[src/rtl/alu_ctrl_stage_if.sv]
// alu_ctrl_stage_if -- handshake and decoded-field bundle for alu_ctrl_stage.
//
// Optional feature macro: ALU_CTRL_ILLEGAL_COUNT_EN (adds illegal_cnt).
//
// Signals:
//   in_valid / in_ready / instr / flush      instruction side (from ID)
//   out_valid / out_ready                    decoded side handshake (to EX)
//   alu_op, sa, use_imm, imm_ext, illegal    decoded fields
//   illegal_cnt                              saturating illegal-instruction count
// Modports:
//   slave  : the decode stage itself
//   master : the surrounding pipeline (ID producer + EX consumer)
interface alu_ctrl_stage_if #(
    parameter int WORD_WIDTH = 32
);
    logic                  in_valid;
    logic                  in_ready;
    logic [31:0]           instr;
    logic                  flush;
    logic                  out_valid;
    logic                  out_ready;
    logic [4:0]            alu_op;
    logic [4:0]            sa;
    logic                  use_imm;
    logic [WORD_WIDTH-1:0] imm_ext;
    logic                  illegal;
`ifdef ALU_CTRL_ILLEGAL_COUNT_EN
    logic [15:0]           illegal_cnt;
`endif

    modport slave (
        input  in_valid, instr, flush, out_ready,
        output in_ready, out_valid, alu_op, sa, use_imm, imm_ext, illegal
`ifdef ALU_CTRL_ILLEGAL_COUNT_EN
        , output illegal_cnt
`endif
    );

    modport master (
        output in_valid, instr, flush, out_ready,
        input  in_ready, out_valid, alu_op, sa, use_imm, imm_ext, illegal
`ifdef ALU_CTRL_ILLEGAL_COUNT_EN
        , input illegal_cnt
`endif
    );
endinterface

[src/rtl/alu_ctrl_stage.sv]
// alu_ctrl_stage -- single-entry registered MIPS ALU-control decode stage.
//
// Optional feature macro: ALU_CTRL_ILLEGAL_COUNT_EN
//   defined   -> 16-bit saturating count of accepted illegal instructions
//   undefined -> no counter, no illegal_cnt signal
//
// Ports:
//   clk    rising-edge clock
//   reset  asynchronous, active-high
//   bus    alu_ctrl_stage_if.slave (instruction in, decoded fields out)
module alu_ctrl_stage #(
    parameter int WORD_WIDTH = 32
) (
    input  logic            clk,
    input  logic            reset,
    alu_ctrl_stage_if.slave bus
);
    logic [5:0]            op;
    logic [5:0]            funct;
    logic [4:0]            dec_alu_op;
    logic                  dec_use_imm;
    logic                  dec_illegal;
    logic [WORD_WIDTH-1:0] dec_imm_ext;
    logic [WORD_WIDTH-1:0] imm_sext;
    logic [WORD_WIDTH-1:0] imm_zext;
    logic                  in_ready;
    logic                  accept;

    logic                  valid_q,   valid_d;
    logic [4:0]            alu_op_q,  alu_op_d;
    logic [4:0]            sa_q,      sa_d;
    logic                  use_imm_q, use_imm_d;
    logic [WORD_WIDTH-1:0] imm_ext_q, imm_ext_d;
    logic                  illegal_q, illegal_d;

    // Register fields rs/rt/rd are irrelevant to ALU control.
    logic unused_instr_bits;
    assign unused_instr_bits = ^bus.instr[25:11];

    assign op       = bus.instr[31:26];
    assign funct    = bus.instr[5:0];
    assign imm_sext = {{(WORD_WIDTH-16){bus.instr[15]}}, bus.instr[15:0]};
    assign imm_zext = {{(WORD_WIDTH-16){1'b0}}, bus.instr[15:0]};

    always_comb begin
        dec_alu_op  = 5'b11111;
        dec_use_imm = 1'b0;
        dec_illegal = 1'b0;
        dec_imm_ext = imm_sext;
        if (op == 6'b000000) begin
            dec_imm_ext = '0;
            case (funct)
                6'b100100: dec_alu_op = 5'b00000;
                6'b100101: dec_alu_op = 5'b00001;
                6'b100000: dec_alu_op = 5'b00010;
                6'b100110: dec_alu_op = 5'b00011;
                6'b000000: dec_alu_op = 5'b00100;
                6'b000010: dec_alu_op = 5'b00101;
                6'b100010: dec_alu_op = 5'b00110;
                6'b101010: dec_alu_op = 5'b00111;
                6'b000011: dec_alu_op = 5'b01000;
                6'b000110: dec_alu_op = 5'b01001;
                6'b000111: dec_alu_op = 5'b01010;
                6'b000100: dec_alu_op = 5'b01011;
                6'b100111: dec_alu_op = 5'b01100;
                6'b100001: dec_alu_op = 5'b01101;
                6'b100011: dec_alu_op = 5'b01110;
                6'b101011: dec_alu_op = 5'b01111;
                default:   dec_illegal = 1'b1;
            endcase
        end else begin
            dec_use_imm = 1'b1;
            case (op)
                6'b001000: dec_alu_op = 5'b10000;
                6'b001001: dec_alu_op = 5'b10001;
                6'b001100: begin dec_alu_op = 5'b10010; dec_imm_ext = imm_zext; end
                6'b001101: begin dec_alu_op = 5'b10011; dec_imm_ext = imm_zext; end
                6'b001110: begin dec_alu_op = 5'b10100; dec_imm_ext = imm_zext; end
                6'b001010: dec_alu_op = 5'b10101;
                6'b001011: dec_alu_op = 5'b10110;
                6'b001111: begin dec_alu_op = 5'b10111; dec_imm_ext = imm_zext; end
                6'b100011,
                6'b101011: dec_alu_op = 5'b00010;
                // Branches compare two registers, so B comes from the register file.
                6'b000100,
                6'b000101: begin dec_alu_op = 5'b00110; dec_use_imm = 1'b0; end
                default: begin
                    dec_use_imm = 1'b0;
                    dec_illegal = 1'b1;
                end
            endcase
        end
    end

    assign in_ready = !valid_q || bus.out_ready;
    assign accept   = bus.in_valid && in_ready && !bus.flush;

    always_comb begin
        valid_d   = valid_q;
        alu_op_d  = alu_op_q;
        sa_d      = sa_q;
        use_imm_d = use_imm_q;
        imm_ext_d = imm_ext_q;
        illegal_d = illegal_q;
        if (bus.flush) begin
            valid_d = 1'b0;
        end else if (accept) begin
            // Covers both an empty stage and pop-and-replace in one edge.
            valid_d   = 1'b1;
            alu_op_d  = dec_alu_op;
            sa_d      = bus.instr[10:6];
            use_imm_d = dec_use_imm;
            imm_ext_d = dec_imm_ext;
            illegal_d = dec_illegal;
        end else if (valid_q && bus.out_ready) begin
            valid_d = 1'b0;
        end
    end

    always_ff @(posedge clk or posedge reset) begin
        if (reset) begin
            valid_q   <= 1'b0;
            alu_op_q  <= '0;
            sa_q      <= '0;
            use_imm_q <= 1'b0;
            imm_ext_q <= '0;
            illegal_q <= 1'b0;
        end else begin
            valid_q   <= valid_d;
            alu_op_q  <= alu_op_d;
            sa_q      <= sa_d;
            use_imm_q <= use_imm_d;
            imm_ext_q <= imm_ext_d;
            illegal_q <= illegal_d;
        end
    end

    assign bus.in_ready  = in_ready;
    assign bus.out_valid = valid_q;
    assign bus.alu_op    = alu_op_q;
    assign bus.sa        = sa_q;
    assign bus.use_imm   = use_imm_q;
    assign bus.imm_ext   = imm_ext_q;
    assign bus.illegal   = illegal_q;

`ifdef ALU_CTRL_ILLEGAL_COUNT_EN
    logic [15:0] illegal_cnt_q, illegal_cnt_d;

    always_comb begin
        illegal_cnt_d = illegal_cnt_q;
        if (accept && dec_illegal && (illegal_cnt_q != 16'hFFFF)) begin
            illegal_cnt_d = illegal_cnt_q + 16'd1;
        end
    end

    always_ff @(posedge clk or posedge reset) begin
        if (reset) begin
            illegal_cnt_q <= '0;
        end else begin
            illegal_cnt_q <= illegal_cnt_d;
        end
    end

    assign bus.illegal_cnt = illegal_cnt_q;
`endif
endmodule

[src/flat_wrapper.sv]
// flat-port wrapper written by rule: the top's interface ports become plain ports
module alu_ctrl_stage_flat 
#(
    parameter int WORD_WIDTH = 32
)
  (clk, reset, bus_in_valid, bus_instr, bus_flush, bus_out_ready, bus_in_ready, bus_out_valid, bus_alu_op, bus_sa, bus_use_imm, bus_imm_ext, bus_illegal);
  alu_ctrl_stage_if #(.WORD_WIDTH(WORD_WIDTH)) bus_i ();
  input  logic clk;
  input  logic reset;
  input wire logic [$bits(bus_i.in_valid)-1:0] bus_in_valid;
  input wire logic [$bits(bus_i.instr)-1:0] bus_instr;
  input wire logic [$bits(bus_i.flush)-1:0] bus_flush;
  input wire logic [$bits(bus_i.out_ready)-1:0] bus_out_ready;
  output wire logic [$bits(bus_i.in_ready)-1:0] bus_in_ready;
  output wire logic [$bits(bus_i.out_valid)-1:0] bus_out_valid;
  output wire logic [$bits(bus_i.alu_op)-1:0] bus_alu_op;
  output wire logic [$bits(bus_i.sa)-1:0] bus_sa;
  output wire logic [$bits(bus_i.use_imm)-1:0] bus_use_imm;
  output wire logic [$bits(bus_i.imm_ext)-1:0] bus_imm_ext;
  output wire logic [$bits(bus_i.illegal)-1:0] bus_illegal;
  assign bus_i.in_valid = bus_in_valid;
  assign bus_i.instr = bus_instr;
  assign bus_i.flush = bus_flush;
  assign bus_i.out_ready = bus_out_ready;
  assign bus_in_ready = bus_i.in_ready;
  assign bus_out_valid = bus_i.out_valid;
  assign bus_alu_op = bus_i.alu_op;
  assign bus_sa = bus_i.sa;
  assign bus_use_imm = bus_i.use_imm;
  assign bus_imm_ext = bus_i.imm_ext;
  assign bus_illegal = bus_i.illegal;
  alu_ctrl_stage #(.WORD_WIDTH(WORD_WIDTH)) u_core (.clk(clk), .reset(reset), .bus(bus_i));
endmodule
[config.mk]
export PLATFORM = sky130hd
export DESIGN_NAME = alu_ctrl_stage_flat
export DESIGN_NICKNAME = d
export VERILOG_FILES = /design/src/rtl/alu_ctrl_stage_if.sv /design/src/rtl/alu_ctrl_stage.sv /design/src/flat_wrapper.sv
export SDC_FILE = /design/constraint.sdc
export NUM_CORES = 1
export LEC_CHECK = 0
export ABC_AREA = 1
export CAP_MARGIN = 10
export CORE_ASPECT_RATIO = 0.9
export CORE_MARGIN = 2
export CORE_UTILIZATION = 30
export DETAILED_ROUTE_END_ITERATION = 10
export GPL_TIMING_DRIVEN = 0
export PLACE_DENSITY = 0.7
export SLEW_MARGIN = 0
export SYNTH_ARGS = -nofsm -noshare
export SYNTH_HDL_FRONTEND = slang
export SYNTH_SLANG_ARGS = --single-unit
[constraint.sdc]
create_clock -name clk -period 1.35 [get_ports clk]
set_input_delay 0.27 -clock clk [delete_from_list [all_inputs] [get_ports clk]]
set_output_delay 0.27 -clock clk [all_outputs]
set_load 0.03 [all_outputs]
==> metrics.csv, run 1 <==
stage,metric,value,unit
setup_path,startpoint class of the critical path,register,
setup_path,"Top cell by count, worst path",buf_6,
route,ANT nets after route,0,
yosys,Synthesized Nets,254,
yosys,yosys warns,0,
sta,actual transition at the worst max-transition pin,640.9,ps
yosys,sequential fraction of the synthesis area,0.4451,
setup_path,crit path max fanout,8,
final_layout,area grow syn2layout,72.33,%
die,die height,75.13,um
sta,clk_skew,2.991,ps
setup_path,Worst Path Buf+Inv,3,
yosys,Post-Syn Area,0.001687,mm^2
route,routed vias,1757,
setup_path,CP Cell Sequence,"buf_6, buf_6, buf_6",
setup_path,crit path launch,u_core.bus.imm_ext[30],
setup_path,FF-to-FF Start,u_core.bus.out_valid,
place,PortBufs,72,
clock_tree,CTS Sinks,30,
sta,Final Cycle Share,1.012,
route,DR WL/cell,12.85,um
die,starting density of the core,0.3153,
yosys,Synth Register Bits,30,
yosys,Synth cell types,26,
min_path,Min-Delay Startpoint,bus_in_valid,
sta,fin crit period,1367,ps
pwr,maximum VDD drop,0.0005819,V
yosys,fraction of registers with async set/reset,1.000,
sta,RSZ-0062 raised after global routing,true,
place,Placed Cells,356,
grt,first-pass GRT wire length,8031,um
setup_path,"slowest stage delay, CP",430,ps
run_status,failing checks,setup timing,
place,Place WS,-469.3,ps
route,vias per cell,4.624,
yosys,most common cell in the netlist,nand2_1,
grt,total grt overflow,0,
setup_path,Crit path required time,1080,ps
sta,setup ws final,-16.59,ps
die,Core Footprint,0.005349,mm^2
route,drt drc,0,
sta,post-route setup TNS,-92.80,ps
final_layout,final non-filler cell total,380,
clock_tree,clock slew at reported path FFs,60,ps
yosys,"top cells by count, synth","56 x nand2_1, 30 x dfrtp_1, 19 x nand3_1",
setup_path,slowest CP cell,dfrtp_2,
run_status,status,"finished, violations left",
sta,max-slew violation count,0,
yosys,Synth top area share,0.4451,
place,GPL Wtd Cong,0.8402,
sta,Final Hold Fails,0,
setup_path,Worst Setup End Kind,primary output,
grt,initial antenna violation count,0,
final_layout,Fillers,483,
final_layout,storage element area,753.2,um^2
clock_tree,H-tree Lvls,2,
min_path,Hold WC Path Type,input port to register,
setup_path,Critical Path AT,1100,ps
clock_tree,Hold Buf Count CTS,0,
clock_tree,CTS Buf Count,5,
yosys,synthesized area per cell,7.772,um^2
die,Top Ports,83,
final_layout,share of post-route cells with drive strength above 1,0.3642,
final_layout,Final nets,350,
final_layout,area of the multi-input gates,810.8,um^2
setup_path,WS Path Type,register to primary output,
route,Pre-Repair DR Iteration Count,4,
sta,# setup viols final,11,
setup_path,"delay-heaviest family, CP",flip-flops,
final_layout,# diodes,0,
grt,vias in the first global route,1768,
die,die area,0.006238,mm^2
run,maxcap violations,0,
clock_tree,clock root cell,clkbuf_8,
yosys,Syn Inst Count,217,
sta,Max-Slew Margin vs Limit,0.5718,
yosys,"EDFF count, synth",0,
die,die width,83.04,um
clock_tree,CTS tree,yes,
grt,total track usage,0.1605,
pwr,pwr/cell area,1088,mW/mm^2
final_layout,Layout Utilization,0.5434,
yosys,main flop type after synthesis,dfrtp_1,
clock_tree,worst-skew pair later-pin latency,280,ps
die,num rows,25,
clock_tree,clk buf depth,2,
grt,pin count of the biggest net entering global routing,31,
yosys,synth top area cells,"dfrtp_1 45%, nand2_1 12%, buf_4 7.1%",
place,DP HPWL,3347,um
route,DRT Wirelength,4882,um
route,DR iter-0 viols,76,
sta,Hold WS,294.5,ps
pwr,Lkg Pwr,0.001531,uW
sta,max frequency,0.7317,GHz
yosys,Synth area leader,dfrtp_1,
-- logic make-up (layout without fill, tap and decap cells) --
kind of cell,count (synthesis),in the layout,share of synthesized area
AOI/OAI and AO/OA,28,28,0.1001
and+or+nand+nor,115,115,0.3197
DFF,30,30,0.4451
buffers and inverters,44,140,0.1350
-- registers in the layout, summed over array words and instances, names as in the netlist --
register / flops
u_core.bus.sa: 5
u_core.bus.alu_op: 5
u_core.bus.illegal: 1
u_core.bus.use_imm: 1
u_core.bus.imm_ext: 17
u_core.bus.out_valid: 1
-- tightest hold or removal path, delay by kind of cell --
| kind | cells | cell delay [ps] |
|---|---|---|
| buffers and inverters | 2 | 200 |
| AO/OA/AOI/OAI | 1 | 60 |
-- area by class of cell --
class | count | area share
well taps | 67 | 0.02884
clock buffers | 5 | 0.02368
clock inverters | 2 | 0.003444
repair buffers | 91 | 0.3052
inverters | 26 | 0.04003
multi-input cells | 143 | 0.2789
plain buffers | 16 | 0.06070
flip-flops and latches | 30 | 0.2591
-- power by group --
group | leakage [uW] | internal (uW) | total (uW) | switching (uW)
logic | 0.00113 | 601 | 1390 | 786
registers | 0.000359 | 1030 | 1100 | 72.7
clock network | 0.0000438 | 345 | 674 | 329
total | 0.00153 | 1970 | 3160 | 1190
-- layout by cell type, fill, tap and decap left out, drive strengths merged --
master	synthesis	final
nor3	2	2
or2	1	1
nor2	25	25
o211a	1	1
and2	1	1
a22o	4	4
o21ai	16	16
nand3b	1	1
clkdlybuf4s15	0	6
nand4	3	3
o211ai	2	2
dfrtp	30	30
clkbuf	0	5
clkinvlp	0	1
inv	25	25
nand3	21	21
clkdlybuf4s50	0	13
clkinv	1	2
dlygate4sd2	0	30
dlymetal6s2s	0	6
nand2	61	61
a21oi	5	5
buf	18	52
-- final timing paths --
kind	endpoint	slack, ps	cells past startpoint
max	bus_imm_ext[27]	-20	3
min	u_core.bus.out_valid	290	3
max reg2reg	u_core.bus.imm_ext[11]	80	9
min reg2reg	u_core.bus.sa[0]	480	2
max in group asynchronous	u_core.bus.imm_ext[30]	540	2
min in group asynchronous	u_core.bus.imm_ext[14]	420	2
-- per-layer routing --
layer | track usage | vias up | part of all wire
met3 | 0.03618 | 8 | 0.041
met5 | 0 | - | 0
li1 | - | 870 | -
met4 | 0.06011 | 0 | 0.017
met2 | 0.2885 | 56 | 0.50
met1 | 0.1924 | 823 | 0.44
-- per-stage QoR --
step	instance area [um^2]	power, uW
after detailed placement	2497	2411
after global placement	2497	2392
after floorplan	1693	1855
final	2907	3162
after global routing	2907	3336
after CTS	2748	3127
-- repair_timing --
action,CTS,global route
gates resized for setup,180,55
setup buffers,14,5
gates cloned,1,0
pin swaps,4,11
setup endpoints to repair,84,42
Note: power is estimated with default switching activity, not from simulation.
==> run 2, diff against run 1 <==
--- a/config.mk
+++ b/config.mk
@@ -6,7 +6,6 @@
 export NUM_CORES = 1
 export LEC_CHECK = 0
 export ABC_AREA = 1
-export CAP_MARGIN = 10
 export CORE_ASPECT_RATIO = 0.9
 export CORE_MARGIN = 2
 export CORE_UTILIZATION = 30
==> results of run 2 <==
The final DEF is identical to that of run 1; final timing and power are the same.
==> run 3, diff against run 2 <==
==> constraint.sdc (replaced) <==
create_clock -name clk -period 1.35 [get_ports clk]
set_input_delay 0.27 -clock clk [delete_from_list [all_inputs] [get_ports clk]]
set_output_delay 0.27 -clock clk [all_outputs]
set_load 0.02 [all_outputs]
==> metrics.csv, run 3 (synthesis results as in run 1) <==
stage,metric,value,unit,change
die,die width,83.04,um,unchanged
route,DRT Wirelength,4755,um,was 4882 um
setup_path,reg2reg end,u_core.bus.alu_op[0],,was u_core.bus.imm_ext[11]
final_layout,# diodes,0,,unchanged
route,DR WL/cell,12.45,um,was 12.85 um
place,dpl cell area,0.002491,mm^2,was 0.002497 mm^2
sta,Final Hold Fails,0,,unchanged
grt,vias in the first global route,1609,,was 1768
setup_path,Reg2Reg Depth,10,,was 9
clock_tree,worst-skew pair later-pin latency,290,ps,was 280 ps
pwr,pwr/cell area,1179,mW/mm^2,was 1088 mW/mm^2
route,ANT nets after route,0,,unchanged
clock_tree,clock slew at reported path FFs,60,ps,about the same
grt,pin count of the biggest net entering global routing,31,,unchanged
final_layout,storage element area,752.0,um^2,was 753.2 um^2
setup_path,crit path launch,u_core.bus.imm_ext[30],,unchanged
die,Core Footprint,0.005349,mm^2,unchanged
pwr,maximum VDD drop,0.0006023,V,was 0.0005819 V
setup_path,crit path max fanout,8,,unchanged
route,vias per cell,4.623,,was 4.624
sta,setup ws final,-14.00,ps,was -16.59 ps
sta,clk_skew,4.552,ps,was 2.991 ps
final_layout,Largest register FFs,17,,unchanged
sta,post-route setup TNS,-85.58,ps,was -92.80 ps
run_status,failing checks,setup timing,,unchanged
final_layout,Fillers,479,,was 483
setup_path,WS Path Type,register to primary output,,unchanged
run,maxcap violations,0,,unchanged
grt,initial antenna violation count,0,,unchanged
run_status,status,"finished, violations left",,unchanged
sta,Max-Slew Margin vs Limit,0.5629,,was 0.5718
grt,first-pass GRT wire length,7396,um,was 8031 um
die,die area,0.006238,mm^2,unchanged
clock_tree,H-tree Lvls,2,,unchanged
final_layout,"Design Area, Final",0.002888,mm^2,was 0.002907 mm^2
pwr,PnR Total Power,3404,uW,was 3162 uW
final_layout,Layout Utilization,0.5399,,was 0.5434
final_layout,"most common cell after layout, fill and taps aside",nand2_1,,unchanged
min_path,Hold WC Path Type,input port to register,,unchanged
place,PortBufs,72,,unchanged
sta,RSZ-0062 raised after global routing,true,,unchanged
sta,max-slew violation count,0,,unchanged
clock_tree,CTS Buf Count,5,,unchanged
clock_tree,clock root cell,clkbuf_8,,unchanged
place,DP HPWL,3246,um,was 3347 um
place,Place WS,-436.2,ps,was -469.3 ps
final_layout,area of the multi-input gates,787.0,um^2,was 810.8 um^2
route,Pre-Repair DR Iteration Count,4,,unchanged
pwr,Lkg Pwr,0.001538,uW,was 0.001531 uW
setup_path,Critical Path AT,1090,ps,was 1100 ps
final_layout,most frequent cells in the layout,"54 x nand2_1, 36 x dlygate4sd2_1, 29 x dfrtp_1",,"was 52 x nand2_1, 36 x buf_6, 30 x dlygate4sd2_1"
die,die height,75.13,um,unchanged
final_layout,area grow syn2layout,71.22,%,was 72.33%
sta,fin crit period,1364,ps,was 1367 ps
setup_path,startpoint class of the critical path,register,,unchanged
sta,actual transition at the worst max-transition pin,654.2,ps,was 640.9 ps
sta,Final Cycle Share,1.010,,was 1.012
sta,# setup viols final,8,,was 11
die,starting density of the core,0.3153,,unchanged
route,routed vias,1766,,was 1757
grt,total track usage,0.1474,,was 0.1605
final_layout,Final nets,351,,was 350
place,GPL Wtd Cong,0.8002,,was 0.8402
grt,total grt overflow,0,,unchanged
setup_path,Crit path required time,1080,ps,about the same
setup_path,FF-to-FF Start,u_core.bus.out_valid,,unchanged
sta,max frequency,0.7331,GHz,was 0.7317 GHz
clock_tree,clk buf depth,2,,unchanged
final_layout,share of post-route cells with drive strength above 1,0.3429,,was 0.3642
route,DR iter-0 viols,89,,was 76
clock_tree,CTS tree,yes,,unchanged
clock_tree,CTS Sinks,30,,unchanged
setup_path,reg-to-reg setup timing slack,90,ps,was 80 ps
setup_path,Worst Setup End Kind,primary output,,unchanged
die,num rows,25,,unchanged
route,drt drc,0,,unchanged
setup_path,Worst Setup EP,bus_imm_ext[27],,unchanged
die,Top Ports,83,,unchanged
run 3: cell types whose count changed in the layout (fill, tap and decap cells not counted), moves of 3 or more:
cell | previous run | this run
buf_4 | 14 | 21
buf_6 | 36 | 28
inv_2 | 14 | 11
inv_1 | 8 | 11
clkdlybuf4s15_1 | 6 | 0
dlygate4sd2_1 | 30 | 36
run 3: layer usage:
metal,vias up,global-route usage,wire length (um)
li1,876,-,-
met3,5,0.03070,294
met4,0,0.05464,71
met1,817,0.1891,1993
met2,68,0.2509,2396
met5,-,0,0
run 3: worst min-delay path by stage:
stage	slack, ps	to	depth (start not counted)	from
after floorplan	330	u_core.bus.out_valid	1	bus_flush
after global placement	460	u_core.bus.use_imm	2	u_core.bus.use_imm
after detailed placement	460	u_core.bus.imm_ext[15]	2	u_core.bus.imm_ext[15]
after CTS	440	u_core.bus.alu_op[3]	2	reset
after global routing	310	u_core.bus.out_valid	3	bus_in_valid
final	300	u_core.bus.out_valid	3	bus_in_valid
run 3: worst max-delay path, stage by stage (launching register included):
cell and delay (ps):
dfrtp_2 430, buf_6 140, buf_4 130, buf_6 120
run 3: power breakdown:
part	switching, uW	internal, uW	total (uW)
Combinational	617	564	1180
Sequential	65.4	1030	1090
Clock	342	787	1130
Total	1030	2380	3400
run 3: stage by stage:
step | hold WS, ps | std cells
final | 301.9 | 382
after global routing | 309.5 | 382
after CTS | 439.0 | 377
after detailed placement | 464.9 | 356
after global placement | 462.9 | 356
after floorplan | 333.1 | 217
run 3: timing repair:
item,4_1_cts,5_1_grt
pin swaps,6,8
gates cloned,0,1
hold endpoints to repair,0,0
hold buffers,0,0
gates resized for setup,150,37
setup buffers,13,5
endpoints found under the setup margin,85,38
run 3: layout make-up:
class                      instances  area share
sequential                        30      0.2604
tap                               67     0.02903
timing repair buffer              89      0.2912
clock buffer                       6     0.02860
inverter                          26     0.03943
multi-input combinational        144      0.2725
buffer                            18     0.05806
clock inverter                     2     0.02080
